### config.mk
export PLATFORM = sky130hd
export DESIGN_NAME = axi4l_cmd_master_flat
export DESIGN_NICKNAME = d
export VERILOG_FILES = /design/src/rtl/axi4l_pkg.sv /design/src/rtl/axi4l_cmd_master_if.sv /design/src/rtl/axi4l_cmd_master.sv /design/src/flat_wrapper.sv
export SDC_FILE = /design/constraint.sdc
export NUM_CORES = 1
export LEC_CHECK = 0
export ABC_AREA = 1
export BUFFER_PORTS_ARGS = -buffer_cell sky130_fd_sc_hd__buf_2
export CAP_MARGIN = 15
export CORE_ASPECT_RATIO = 0.8
export CORE_UTILIZATION = 46
export DETAILED_ROUTE_END_ITERATION = 12
export MAX_ROUTING_LAYER = met4
export PLACE_DENSITY = 0.9
export SLEW_MARGIN = 20
export SYNTH_ARGS = -nofsm -noshare
export SYNTH_HDL_FRONTEND = slang
export SYNTH_SLANG_ARGS = --single-unit
### constraint.sdc
create_clock -name aclk -period 2.87 [get_ports aclk]
set_input_delay 0.287 -clock aclk [delete_from_list [all_inputs] [get_ports aclk]]
set_output_delay 0.287 -clock aclk [all_outputs]
set_load 0.02 [all_outputs]
### src/rtl/axi4l_pkg.sv
// rtl/axi4l_pkg.sv - shared AXI4-Lite types and constants for the command master
package axi4l_pkg;

  typedef enum logic [2:0] {
    IDLE = 3'd0,
    WR   = 3'd1,
    WR_B = 3'd2,
    RD_A = 3'd3,
    RD_R = 3'd4,
    RSP  = 3'd5
  } state_t;

  localparam logic [1:0] RESP_OKAY   = 2'b00;
  localparam logic [1:0] RESP_EXOKAY = 2'b01;
  localparam logic [1:0] RESP_SLVERR = 2'b10;
  localparam logic [1:0] RESP_DECERR = 2'b11;

  localparam logic [2:0] PROT_DEFAULT = 3'b000;

endpackage

### src/rtl/axi4l_cmd_master_if.sv
// rtl/axi4l_cmd_master_if.sv - AXI4-Lite AW/W/B/AR/R channel bundle with master/slave views
interface axi4l_cmd_master_if #(
  parameter int ADDR_WIDTH = 3,
  parameter int DATA_WIDTH = 32
);

  logic                    awvalid;
  logic                    awready;
  logic [ADDR_WIDTH-1:0]   awaddr;
  logic [2:0]              awprot;
  logic                    wvalid;
  logic                    wready;
  logic [DATA_WIDTH-1:0]   wdata;
  logic [DATA_WIDTH/8-1:0] wstrb;
  logic                    bvalid;
  logic                    bready;
  logic [1:0]              bresp;
  logic                    arvalid;
  logic                    arready;
  logic [ADDR_WIDTH-1:0]   araddr;
  logic [2:0]              arprot;
  logic                    rvalid;
  logic                    rready;
  logic [DATA_WIDTH-1:0]   rdata;
  logic [1:0]              rresp;

  modport master (
    output awvalid, awaddr, awprot, wvalid, wdata, wstrb, bready,
    output arvalid, araddr, arprot, rready,
    input  awready, wready, bvalid, bresp, arready, rvalid, rdata, rresp
  );

  modport slave (
    input  awvalid, awaddr, awprot, wvalid, wdata, wstrb, bready,
    input  arvalid, araddr, arprot, rready,
    output awready, wready, bvalid, bresp, arready, rvalid, rdata, rresp
  );

endinterface

### src/rtl/axi4l_cmd_master.sv
// rtl/axi4l_cmd_master.sv - single-outstanding AXI4-Lite master driven by a valid/ready command port
module axi4l_cmd_master
  import axi4l_pkg::*;
#(
  parameter int ADDR_WIDTH = 3,
  parameter int DATA_WIDTH = 32
) (
  input  logic                  aclk,
  input  logic                  areset,
  input  logic                  cmd_valid,
  output logic                  cmd_ready,
  input  logic                  cmd_we,
  input  logic [ADDR_WIDTH-1:0] cmd_addr,
  input  logic [DATA_WIDTH-1:0] cmd_wdata,
  input  logic [3:0]            cmd_wstrb,
  output logic                  rsp_valid,
  input  logic                  rsp_ready,
  output logic [DATA_WIDTH-1:0] rsp_rdata,
  output logic                  rsp_err,
  axi4l_cmd_master_if.master    axi
);

  if (DATA_WIDTH != 32) begin : g_width_check
    $error("axi4l_cmd_master supports DATA_WIDTH == 32 only");
  end

  state_t state;
  logic   aw_done;
  logic   w_done;
  logic   aw_hs;
  logic   w_hs;
  logic   unused_resp_lsbs;

  assign axi.awprot = PROT_DEFAULT;
  assign axi.arprot = PROT_DEFAULT;

  assign aw_hs = axi.awvalid && axi.awready;
  assign w_hs  = axi.wvalid && axi.wready;

  // Only the error bit of a response is reported; OKAY/EXOKAY are both success.
  assign unused_resp_lsbs = axi.bresp[0] ^ axi.rresp[0];

  always_ff @(posedge aclk or posedge areset) begin
    if (areset) begin
      state       <= IDLE;
      cmd_ready   <= 1'b0;
      rsp_valid   <= 1'b0;
      rsp_rdata   <= '0;
      rsp_err     <= 1'b0;
      aw_done     <= 1'b0;
      w_done      <= 1'b0;
      axi.awvalid <= 1'b0;
      axi.awaddr  <= '0;
      axi.wvalid  <= 1'b0;
      axi.wdata   <= '0;
      axi.wstrb   <= '0;
      axi.bready  <= 1'b0;
      axi.arvalid <= 1'b0;
      axi.araddr  <= '0;
      axi.rready  <= 1'b0;
    end else begin
      case (state)
        IDLE: begin
          // cmd_ready comes up one cycle after reset release or response handoff.
          if (!cmd_ready) begin
            cmd_ready <= 1'b1;
          end else if (cmd_valid) begin
            cmd_ready <= 1'b0;
            if (cmd_we) begin
              axi.awaddr  <= cmd_addr;
              axi.wdata   <= cmd_wdata;
              axi.wstrb   <= cmd_wstrb;
              axi.awvalid <= 1'b1;
              axi.wvalid  <= 1'b1;
              aw_done     <= 1'b0;
              w_done      <= 1'b0;
              state       <= WR;
            end else begin
              axi.araddr  <= cmd_addr;
              axi.arvalid <= 1'b1;
              state       <= RD_A;
            end
          end
        end

        WR: begin
          if (aw_hs) begin
            axi.awvalid <= 1'b0;
            aw_done     <= 1'b1;
          end
          if (w_hs) begin
            axi.wvalid <= 1'b0;
            w_done     <= 1'b1;
          end
          if ((aw_done || aw_hs) && (w_done || w_hs)) begin
            axi.bready <= 1'b1;
            state      <= WR_B;
          end
        end

        WR_B: begin
          if (axi.bvalid && axi.bready) begin
            rsp_err    <= axi.bresp[1];
            rsp_rdata  <= '0;
            rsp_valid  <= 1'b1;
            axi.bready <= 1'b0;
            state      <= RSP;
          end
        end

        RD_A: begin
          if (axi.arready) begin
            axi.arvalid <= 1'b0;
            axi.rready  <= 1'b1;
            state       <= RD_R;
          end
        end

        RD_R: begin
          // Read data is returned even on an error response.
          if (axi.rvalid && axi.rready) begin
            rsp_rdata  <= axi.rdata;
            rsp_err    <= axi.rresp[1];
            rsp_valid  <= 1'b1;
            axi.rready <= 1'b0;
            state      <= RSP;
          end
        end

        RSP: begin
          if (rsp_ready) begin
            rsp_valid <= 1'b0;
            cmd_ready <= 1'b1;
            state     <= IDLE;
          end
        end

        default: begin
          state <= IDLE;
        end
      endcase
    end
  end

endmodule
### src/flat_wrapper.sv
// flat-port wrapper written by rule: the top's interface ports become plain ports
module axi4l_cmd_master_flat import axi4l_pkg::*;
#(
  parameter int ADDR_WIDTH = 3,
  parameter int DATA_WIDTH = 32
)
  (aclk, areset, cmd_valid, cmd_ready, cmd_we, cmd_addr, cmd_wdata, cmd_wstrb, rsp_valid, rsp_ready, rsp_rdata, rsp_err, axi_awvalid, axi_awaddr, axi_awprot, axi_wvalid, axi_wdata, axi_wstrb, axi_bready, axi_arvalid, axi_araddr, axi_arprot, axi_rready, axi_awready, axi_wready, axi_bvalid, axi_bresp, axi_arready, axi_rvalid, axi_rdata, axi_rresp);
  axi4l_cmd_master_if #(.ADDR_WIDTH(ADDR_WIDTH), .DATA_WIDTH(DATA_WIDTH)) axi_i ();
  input  logic aclk;
  input  logic areset;
  input  logic cmd_valid;
  output logic cmd_ready;
  input  logic cmd_we;
  input  logic [ADDR_WIDTH-1:0] cmd_addr;
  input  logic [DATA_WIDTH-1:0] cmd_wdata;
  input  logic [3:0] cmd_wstrb;
  output logic rsp_valid;
  input  logic rsp_ready;
  output logic [DATA_WIDTH-1:0] rsp_rdata;
  output logic rsp_err;
  output wire logic [$bits(axi_i.awvalid)-1:0] axi_awvalid;
  output wire logic [$bits(axi_i.awaddr)-1:0] axi_awaddr;
  output wire logic [$bits(axi_i.awprot)-1:0] axi_awprot;
  output wire logic [$bits(axi_i.wvalid)-1:0] axi_wvalid;
  output wire logic [$bits(axi_i.wdata)-1:0] axi_wdata;
  output wire logic [$bits(axi_i.wstrb)-1:0] axi_wstrb;
  output wire logic [$bits(axi_i.bready)-1:0] axi_bready;
  output wire logic [$bits(axi_i.arvalid)-1:0] axi_arvalid;
  output wire logic [$bits(axi_i.araddr)-1:0] axi_araddr;
  output wire logic [$bits(axi_i.arprot)-1:0] axi_arprot;
  output wire logic [$bits(axi_i.rready)-1:0] axi_rready;
  input wire logic [$bits(axi_i.awready)-1:0] axi_awready;
  input wire logic [$bits(axi_i.wready)-1:0] axi_wready;
  input wire logic [$bits(axi_i.bvalid)-1:0] axi_bvalid;
  input wire logic [$bits(axi_i.bresp)-1:0] axi_bresp;
  input wire logic [$bits(axi_i.arready)-1:0] axi_arready;
  input wire logic [$bits(axi_i.rvalid)-1:0] axi_rvalid;
  input wire logic [$bits(axi_i.rdata)-1:0] axi_rdata;
  input wire logic [$bits(axi_i.rresp)-1:0] axi_rresp;
  assign axi_awvalid = axi_i.awvalid;
  assign axi_awaddr = axi_i.awaddr;
  assign axi_awprot = axi_i.awprot;
  assign axi_wvalid = axi_i.wvalid;
  assign axi_wdata = axi_i.wdata;
  assign axi_wstrb = axi_i.wstrb;
  assign axi_bready = axi_i.bready;
  assign axi_arvalid = axi_i.arvalid;
  assign axi_araddr = axi_i.araddr;
  assign axi_arprot = axi_i.arprot;
  assign axi_rready = axi_i.rready;
  assign axi_i.awready = axi_awready;
  assign axi_i.wready = axi_wready;
  assign axi_i.bvalid = axi_bvalid;
  assign axi_i.bresp = axi_bresp;
  assign axi_i.arready = axi_arready;
  assign axi_i.rvalid = axi_rvalid;
  assign axi_i.rdata = axi_rdata;
  assign axi_i.rresp = axi_rresp;
  axi4l_cmd_master #(.ADDR_WIDTH(ADDR_WIDTH), .DATA_WIDTH(DATA_WIDTH)) u_core (.aclk(aclk), .areset(areset), .cmd_valid(cmd_valid), .cmd_ready(cmd_ready), .cmd_we(cmd_we), .cmd_addr(cmd_addr), .cmd_wdata(cmd_wdata), .cmd_wstrb(cmd_wstrb), .rsp_valid(rsp_valid), .rsp_ready(rsp_ready), .rsp_rdata(rsp_rdata), .rsp_err(rsp_err), .axi(axi_i));
endmodule
; ---- Word-level counts from Yosys, hierarchy flattened
; Cells that the tools add are included.
; W data, S select, Z words.
[classes]
mux = 48
n_eq_ne = 16
bitwise_logic = 1
reduce_logical = 26
[op_table]
columns = op, n
row1 = $mux W32, 2
row2 = $pmux W32 S2, 1
row3 = $mux W1, 26
row4 = $mux W3, 7
row5 = $pmux W1 S2, 9
row6 = $pmux W3 S6, 1
row7 = $reduce_and A5 Y1, 3
row8 = $ne A2 B1 Y1 const B, 6
row9 = $reduce_and A4 Y1, 3
row10 = $reduce_bool A2 Y1, 6
row11 = $ne A2 B2 Y1 const B, 5
row12 = $reduce_and A3 Y1, 3
row13 = $reduce_and A7 Y1, 1
row14 = $eq A3 B2 Y1 const B, 2
row15 = $eq A3 B3 Y1 const B, 2
row16 = $logic_and A1 B1 Y1, 5
row17 = $eq A3 B1 Y1 const B, 1
row18 = $logic_not A3 Y1, 1
row19 = $pmux W1 S3, 1
row20 = $reduce_bool A3 Y1, 1
row21 = $logic_or A1 B1 Y1, 2
row22 = $mux W2, 1
row23 = $reduce_and A2 Y1, 1
row24 = $not A1 Y1, 1
[word_totals]
out_inout_bits = 88
ff_bits = 87
word_cells = 107
in_bits = 85

; ---- Longest topological paths before layout
; Gate-level depths: netlist of the first run.
[depth]
word_depth = 5
depth_mapped = 9

; ---- Least setup slack after synthesis of the first run
; OpenSTA, ideal clock, no wires.
[synth_timing]
path_type = flip-flop to flip-flop
start = register u_core.state[0]
end = register u_core.rsp_rdata[25]
arrival_time_ns = 1.220
path_stages_with_launch = 9
path_slack_ns = 1.524
path_cell_list = dfrtp_1 > buf_6 > nor2_2 > nand2_1 > nand2_2 > nand3_4 > buf_6 > nand2_1 > o21ai_0
[synth_via]
elab_chain_len = 3
word_cells_on_any_way = 7
cone_classes = 4 x eq/ne / 1 x mux / 2 x reduce/logical
[synth_lines]
columns = item, line_no
row1 = start: declaration, axi4l_cmd_master.sv:27  ; state_t state;
row2 = start signal: assignment, axi4l_cmd_master.sv:45  ; state <= IDLE;
row3 = start signal: assignment, axi4l_cmd_master.sv:77  ; state <= WR;
row4 = start signal: assignment, axi4l_cmd_master.sv:81  ; state <= RD_A;
row5 = $eq A3 B3 Y1 or $eq A3 B2 Y1 (tied branches), axi4l_cmd_master.sv:62  ; case (state)
row6 = $ne A2 B1 Y1 (no source line) or $reduce_bool A2 Y1 (tied branches), -
row7 = $reduce_and A3 Y1 (no source line), -
row8 = end signal: assignment, axi4l_cmd_master.sv:122  ; rsp_rdata <= axi.rdata;
row9 = end: declaration, axi4l_cmd_master.sv:18  ; output logic [DATA_WIDTH-1:0] rsp_rdata,
; Several ways; a longest one is shown, not always the timed one.
; A chain may end at the register's enable or synchronous reset.

; ---- Final worst setup path of the first run
[layout_timing]
start = register u_core.state[2]
end = register u_core.rsp_rdata[18]
; The elaborated chain is that of the path after synthesis.

==> flow_metrics.py, run 1 <==
metrics = {
    "detailed_routing": {
        "routed_wl_um": 8316,
        "vias_per_cell": 4.601,
        "ant_nets": 0,
        "num_vias": 3175,
        "drt_pass1_iterations": 6,
        "drc": 0,
        "routedWlPerCell_um": 12.05,
        "drt_iter0_markers": 63,
    },
    "global_route": {
        "gr-total-overflow": 0,
        "first_global_vias": 2912,
        "antenna_found_initial": 0,
        "grt_pass1_wl_um": 12920,
        "grt_max_degree": 47,
        "grt_usage_pct": 20.85,
    },
    "synth": {
        "ys.warnings.count": 0,
        "synthCells": 420,
        "ys_seq_area_share_pct": 59.26,
        "synth-seq-cells": 87,
        "post_synth_num_cell_types": 23,
        "synth_area_mm2": 0.003674,
        "syn_area_per_cell_um2": 8.746,
    },
    "layout": {
        "antenna_cells": 0,
        "final_nets": 666,
        "fillers": 661,
        "syn2layout_area_growth_pct": 27.28,
        "multi_input_comb_area_mm2": 0.001156,
        "drive_above_1_share_pct": 33.50,
        "stdcell_count": 690,
        "regArea_mm2": 0.002177,
        "utilization_pct": 61.79,
    },
    "critical_path": {
        "cp.arrival_ps": 2180,
        "critPathSlowestCell": "dfrtp_1",
        "cp_cell_sequence": "nor2_4 -> nand3_2 -> nand4_2 -> o21ai_0",
        "max_stage_delay_ps": 580,
        "path_max_fanout": 33,
        "end_kind": "flip-flop",
        "cp_data_required_time_ps": 3080,
        "worstSetupStartpointType": "flip-flop",
        "crit_type": "reg2reg",
        "reg2reg_depth": 4,
    },
    "flow_run": {
        "maxCapViolCount": 0,
    },
    "sta": {
        "drv_slew": 0,
        "max-slew-margin-rel_pct": 48.04,
        "fmax_ghz": 0.5093,
        "setup_violations": 0,
        "tns_ps": 0,
        "hold_viol": 0,
        "finalCritPeriodShare_pct": 68.42,
        "fin_skew_ps": 6.273,
        "min_period_ps": 1964,
        "rsz0062_at_grt": "false",
        "worstMarginPinSlew_ps": 778.4,
    },
    "floorplan": {
        "io_pins": 173,
        "rows": 28,
        "dieArea_mm2": 0.008349,
        "fp.dieH_um": 81.93,
        "initial_core_util_pct": 48.54,
        "coreArea_mm2": 0.007567,
        "die_w_um": 101.9,
    },
    "clocking": {
        "clk_latency_ps": 330,
        "ctsHoldBuffers": 0,
        "clk_pin_slew_ps": 90,
        "cts_resized": 0,
        "clockRootBuffer": "clkbuf_8",
        "numClockSinks": 87,
        "cts_tree": "done",
        "post-cts-setup-buffers": 0,
        "cts-htree-levels": 3,
        "cts_buffers": 9,
        "cts_buffer_depth": 2,
    },
    "pwr": {
        "leakage_nw": 2.822,
        "p_per_area_mw_per_mm2": 1083,
        "p_total_mw": 5.063,
        "peakVddDrop_mv": 0.5912,
    },
    "place": {
        "place_hpwl_um": 6076,
        "dp_cells": 675,
        "portBuffers": 164,
        "place.gp.congestion": 0.8036,
    },
    "worst_hold_path": {
        "hp-class": "in2async",
    },
    "outcome": {
        "outcome": "finished, final reports clean",
    },
}
## power by group
part           leakage [nW]  internal, mW  switching (mW)
registers              1.10          1.73           0.310
clock network        0.0892         0.396           0.407
logic                  1.63         0.710            1.51
## kinds of logic (layout without fill, tap and decap cells)
group | after synthesis | count (layout) | share of synthesized area, %
AND/OR/NAND/NOR | 210 | 210 | 23.81
flip-flops | 87 | 87 | 59.26
buffers and inverters | 72 | 232 | 9.775
AO/OA/AOI/OAI | 50 | 50 | 7.050
other | 1 | 6 | 0.1021
## final timing paths
kind / from / end / slack, ps
max: u_core.state[2]$_DFFE_PP0P_ / u_core.rsp_rdata[18]$_DFFE_PP0P_ / 910
min: areset / u_core.axi.wdata[19]$_DFFE_PP0P_ / 60
max reg2reg: u_core.state[2]$_DFFE_PP0P_ / u_core.rsp_rdata[18]$_DFFE_PP0P_ / 910
min reg2reg: u_core.axi.wstrb[0]$_DFFE_PP0P_ / u_core.axi.wstrb[0]$_DFFE_PP0P_ / 470
max in group asynchronous: areset / u_core.rsp_rdata[21]$_DFFE_PP0P_ / 2020
min in group aclk: cmd_wdata[27] / u_core.axi.wdata[27]$_DFFE_PP0P_ / 140
## layer usage
| layer | GRT usage (%) | part of all wire, % | vias to the layer above |
|---|---|---|---|
| li1 | - | - | 1580 |
| met1 | 23.71 | 44 | 1451 |
| met2 | 35.61 | 48 | 138 |
| met3 | 6.979 | 7.5 | 6 |
| met4 | 5.571 | 0.82 | 0 |
| met5 | - | 0 | - |
## registers in the layout, summed over array words and instances, names as in the netlist
register	flops
u_core.rsp_err	1
u_core.cmd_ready	1
u_core.axi.bready	1
u_core.w_done	1
u_core.axi.awaddr	3
u_core.axi.arvalid	1
u_core.axi.wdata	32
u_core.axi.wvalid	1
u_core.axi.araddr	3
u_core.axi.wstrb	4
u_core.aw_done	1
u_core.rsp_rdata	32
u_core.axi.rready	1
u_core.state	3
u_core.rsp_valid	1
u_core.axi.awvalid	1
## Yosys cell counts (all sizes together)
| library cell | count | share of area [%] |
|---|---|---|
| o21ai | 45 | 6.2 |
| conb | 1 | 0.10 |
| a21oi | 3 | 0.41 |
| dfrtp | 87 | 59 |
| nor2 | 11 | 1.6 |
| nor3 | 2 | 0.72 |
| nand4 | 1 | 0.34 |
| inv | 50 | 5.1 |
| buf | 22 | 4.7 |
| nand2 | 185 | 19 |
| o21a | 2 | 0.41 |
| nand3 | 11 | 2.1 |
## area by class of cell
type,instances,area share (%)
flip-flops and latches,87,46.56
repair buffers,167,18.04
well taps,105,2.810
clock inverters,4,1.017
multi-input cells,266,24.73
inverters,50,4.041
clock buffers,11,2.810
## worst max-delay path: cells and delay by family, from the launching register on
family	cells	cell delay (ps)
compound gates	1	490
flops	1	580
simple gates	3	770
## per-stage QoR
step	hold slack, ps	instance area (um^2)	setup WS, ps
final	58.62	4676	906.4
after global routing	108.9	4676	682.1
after CTS	88.19	4676	880.7
after detailed placement	453.7	4497	906.4
after global placement	442.6	4497	1090
after floorplan	403.7	3692	332.8
## layout by cell type (no fill, tap or decap)
master / Yosys / routed
bufinv_16: 0 / 1
clkinv_2: 0 / 3
inv_1: 47 / 46
nor2_2: 1 / 1
nand3_4: 1 / 1
nand3_1: 8 / 8
nor3_4: 1 / 1
conb_1: 1 / 6
o21ai_1: 13 / 13
nand4_2: 1 / 1
nor2_1: 8 / 8
o21ai_0: 31 / 31
nand2_2: 2 / 2
o21a_1: 2 / 2
nand3_2: 2 / 2
nand2_1: 183 / 183
o21ai_2: 1 / 1
clkinvlp_4: 0 / 1
inv_2: 3 / 3
buf_2: 8 / 164
clkbuf_8: 0 / 9
clkbuf_1: 0 / 2
dfrtp_1: 87 / 87
buf_4: 7 / 3
nor3_2: 1 / 1
a21oi_1: 3 / 3
nor2_4: 2 / 2
No activity file was read; power rests on OpenSTA's default activity.
==> run 2: changes to the inputs <==
--- a/config.mk
+++ b/config.mk
@@ -5,14 +5,14 @@
 export SDC_FILE = /design/constraint.sdc
 export NUM_CORES = 1
 export LEC_CHECK = 0
-export ABC_AREA = 1
+export ABC_AREA = 0
 export BUFFER_PORTS_ARGS = -buffer_cell sky130_fd_sc_hd__buf_2
 export CAP_MARGIN = 15
 export CORE_ASPECT_RATIO = 0.8
-export CORE_UTILIZATION = 46
+export CORE_UTILIZATION = 42
 export DETAILED_ROUTE_END_ITERATION = 12
 export MAX_ROUTING_LAYER = met4
-export PLACE_DENSITY = 0.9
+export PLACE_DENSITY = 0.87
 export SLEW_MARGIN = 20
 export SYNTH_ARGS = -nofsm -noshare
 export SYNTH_HDL_FRONTEND = slang
==> constraint.sdc (replaced) <==
create_clock -name aclk -period 1.7 [get_ports aclk]
set_input_delay 0.17 -clock aclk [delete_from_list [all_inputs] [get_ports aclk]]
set_output_delay 0.17 -clock aclk [all_outputs]
set_load 0.02 [all_outputs]
==> run 2 against run 1 <==
Register-to-register slack lost 860 ps. Wire length down 3.9%. Design area up 4.2%.
==> flow_metrics.py, run 2 <==
metrics = {
    "outcome": {
        "outcome": "finished, final reports clean",
    },
    "synth": {
        "synth_most_common_cell": "dfrtp_1",
        "synthCells": 256,
        "synthTopCellsByArea": "dfrtp_1 59%, mux2_4 15%, a22o_1 5.0%, a22o_2 3.0%, buf_6 2.1%",
        "syn_area_per_cell_um2": 14.47,
        "ys_seq_area_share_pct": 58.76,
        "yosysTopAreaCell": "dfrtp_1",
        "ys.warnings.count": 0,
        "synth-seq-cells": 87,
        "synth_edf_count": 0,
        "synthTopCellsByCount": "87 x dfrtp_1, 36 x mux2_4, 21 x a22o_1, 13 x nand2_1, 11 x a22o_2",
        "ys.flop_type": "dfrtp_1",
        "synth_area_mm2": 0.003705,
        "synth_top_area_share_pct": 58.76,
        "synth_async_sr_flop_share_pct": 100.0,
        "post_synth_num_cell_types": 42,
    },
    "global_route": {
        "first_global_vias": 2587,
        "gr-total-overflow": 0,
        "grt_usage_pct": 18.13,
        "grt_pass1_wl_um": 12600,
        "grt_max_degree": 40,
        "antenna_found_initial": 0,
    },
    "clocking": {
        "clk_latency_ps": 340,
        "clockRootBuffer": "clkbuf_8",
        "cts_buffer_depth": 2,
        "cts_buffers": 9,
        "clk_pin_slew_ps": 90,
        "cts_tree": "done",
        "numClockSinks": 87,
        "cts-htree-levels": 3,
    },
    "critical_path": {
        "reg2reg_slack_ps": 50,
        "path_buf_inv": 1,
        "cp_cell_sequence": "nor4_4 -> nand2_2 -> buf_12 -> mux2_4",
        "crit_type": "reg2reg",
        "startpoint": "u_core.state[1]$_DFFE_PP0P_",
        "worstSetupStartpointType": "flip-flop",
        "r2r-start": "u_core.state[1]$_DFFE_PP0P_",
        "path_max_fanout": 39,
        "max_stage_delay_ps": 450,
        "end_kind": "flip-flop",
        "crit_family": "simple AND/OR/NAND/NOR gates",
        "critPathSlowestCell": "dfrtp_2",
        "cp.arrival_ps": 1870,
        "cp_data_required_time_ps": 1920,
    },
    "place": {
        "dp_cells": 526,
        "pre_cts_slack_ps": 24.04,
        "place_hpwl_um": 5720,
        "portBuffers": 164,
        "place.gp.congestion": 0.9199,
        "dpl_cell_area_mm2": 0.004643,
    },
    "detailed_routing": {
        "drc": 0,
        "vias_per_cell": 4.961,
        "ant_nets": 0,
        "route.met2.wl_um": 3876,
        "drt_pass1_iterations": 4,
        "routedWlPerCell_um": 14.74,
        "highest_layer": "met4",
        "drt_iter0_markers": 104,
        "met3_length_um": 451,
        "routed_wl_um": 7990,
        "num_vias": 2689,
        "wl_met1_um": 3609,
    },
    "sta": {
        "max-slew-margin-rel_pct": 61.71,
        "fmax_ghz": 0.6065,
        "min_period_ps": 1649,
        "setup_violations": 0,
        "worst_slack_ps": 51.08,
        "drv_slew": 0,
        "worstMarginPinSlew_ps": 573.2,
        "hold_ws_ps": 41.16,
        "hold_viol": 0,
        "tns_ps": 0,
        "finalCritPeriodShare_pct": 97.00,
        "fin_skew_ps": 10.88,
    },
    "layout": {
        "layout_commonest_cell": "buf_2",
        "utilization_pct": 57.20,
        "drive_above_1_share_pct": 58.84,
        "layout.cells.most_common_list": "164 x buf_2, 86 x dfrtp_1, 36 x mux2_4, 21 x a22o_1, 13 x nand2_1",
        "regArea_mm2": 0.002178,
        "reg_top3": "u_core.axi.wdata (32), u_core.rsp_rdata (32), u_core.axi.wstrb (4)",
        "final_nets": 512,
        "fillers": 702,
        "syn2layout_area_growth_pct": 31.54,
        "multi_input_comb_area_mm2": 0.001361,
        "design_area_mm2": 0.004873,
        "antenna_cells": 0,
        "stdcell_count": 542,
    },
    "floorplan": {
        "io_pins": 173,
        "die_w_um": 107.0,
        "rows": 30,
        "initial_core_util_pct": 43.48,
        "coreArea_mm2": 0.008521,
        "dieArea_mm2": 0.009203,
        "fp.dieH_um": 86.01,
    },
    "worst_hold_path": {
        "min_from": "axi_rdata[21]",
        "hp-class": "in2reg",
    },
    "pwr": {
        "p_per_area_mw_per_mm2": 764.2,
        "peakVddDrop_mv": 0.4424,
        "leakage_nw": 2.847,
        "p_total_mw": 3.724,
    },
    "flow_run": {
        "maxCapViolCount": 0,
    },
}
==> run 2: cell count changes after synthesis, sizes merged, moves of 2 or more <==
cell,before,now
a22o,0,32
buf,22,20
mux2i,0,2
nand2,185,14
nor2,11,9
a21oi,3,7
nor3,2,4
and2b,0,3
inv,50,4
o21ai,45,4
nand3,11,2
nand4b,0,4
a31oi,0,3
mux2,0,42
==> run 2: worst paths after layout <==
kind,to,cells past startpoint
max,u_core.axi.wdata[5]$_DFFE_PP0P_,4
min reg2reg,u_core.rsp_valid$_DFFE_PP0P_,1
min in group asynchronous,u_core.rsp_rdata[23]$_DFFE_PP0P_,3
max in group asynchronous,u_core.axi.wstrb[0]$_DFFE_PP0P_,4
min,u_core.rsp_rdata[21]$_DFFE_PP0P_,2
max reg2reg,u_core.axi.wdata[5]$_DFFE_PP0P_,4
==> run 2: timing repair <==
item                       in CTS  in global routing
hold endpoints to repair       21                  0
resized for setup               0                  5
setup endpoints to repair       0                 42
buffers inserted                0                  1
hold buffers                    1                  0
==> run 2: layout make-up <==
type | count | area share [%]
Sequential cell | 87 | 44.70
Timing Repair Buffer | 176 | 20.03
Tap cell | 112 | 2.875
Clock buffer | 9 | 2.542
Multi-Input combinational cell | 149 | 27.93
Clock inverter | 5 | 1.540
Inverter | 4 | 0.3851
==> run 2: kinds of logic (layout without fill, tap and decap cells) <==
| logic type | count (synthesis) | in the layout | share of synthesized area, % |
|---|---|---|---|
| flip-flops | 87 | 87 | 58.76 |
| multiplexers | 44 | 44 | 16.95 |
| other | 1 | 6 | 0.1012 |
| buffers and inverters | 25 | 194 | 5.336 |
| AND/OR/NAND/NOR | 43 | 43 | 6.654 |
| AO/OA/AOI/OAI | 56 | 56 | 12.19 |
==> run 2: report_power, final <==
part	total, mW	leakage [nW]	switching, mW	internal [mW]
clock	1.48	0.105	0.679	0.805
combinational	0.174	1.54	0.0919	0.0819
sequential	2.07	1.20	0	2.07
total	3.72	2.85	0.771	2.95
==> run 2: layer usage <==
metal	global-route usage (%)	up-vias
li1	-	1259
met1	22.53	1314
met2	29.68	108
met3	4.863	8
met4	4.234	0
met5	-	-
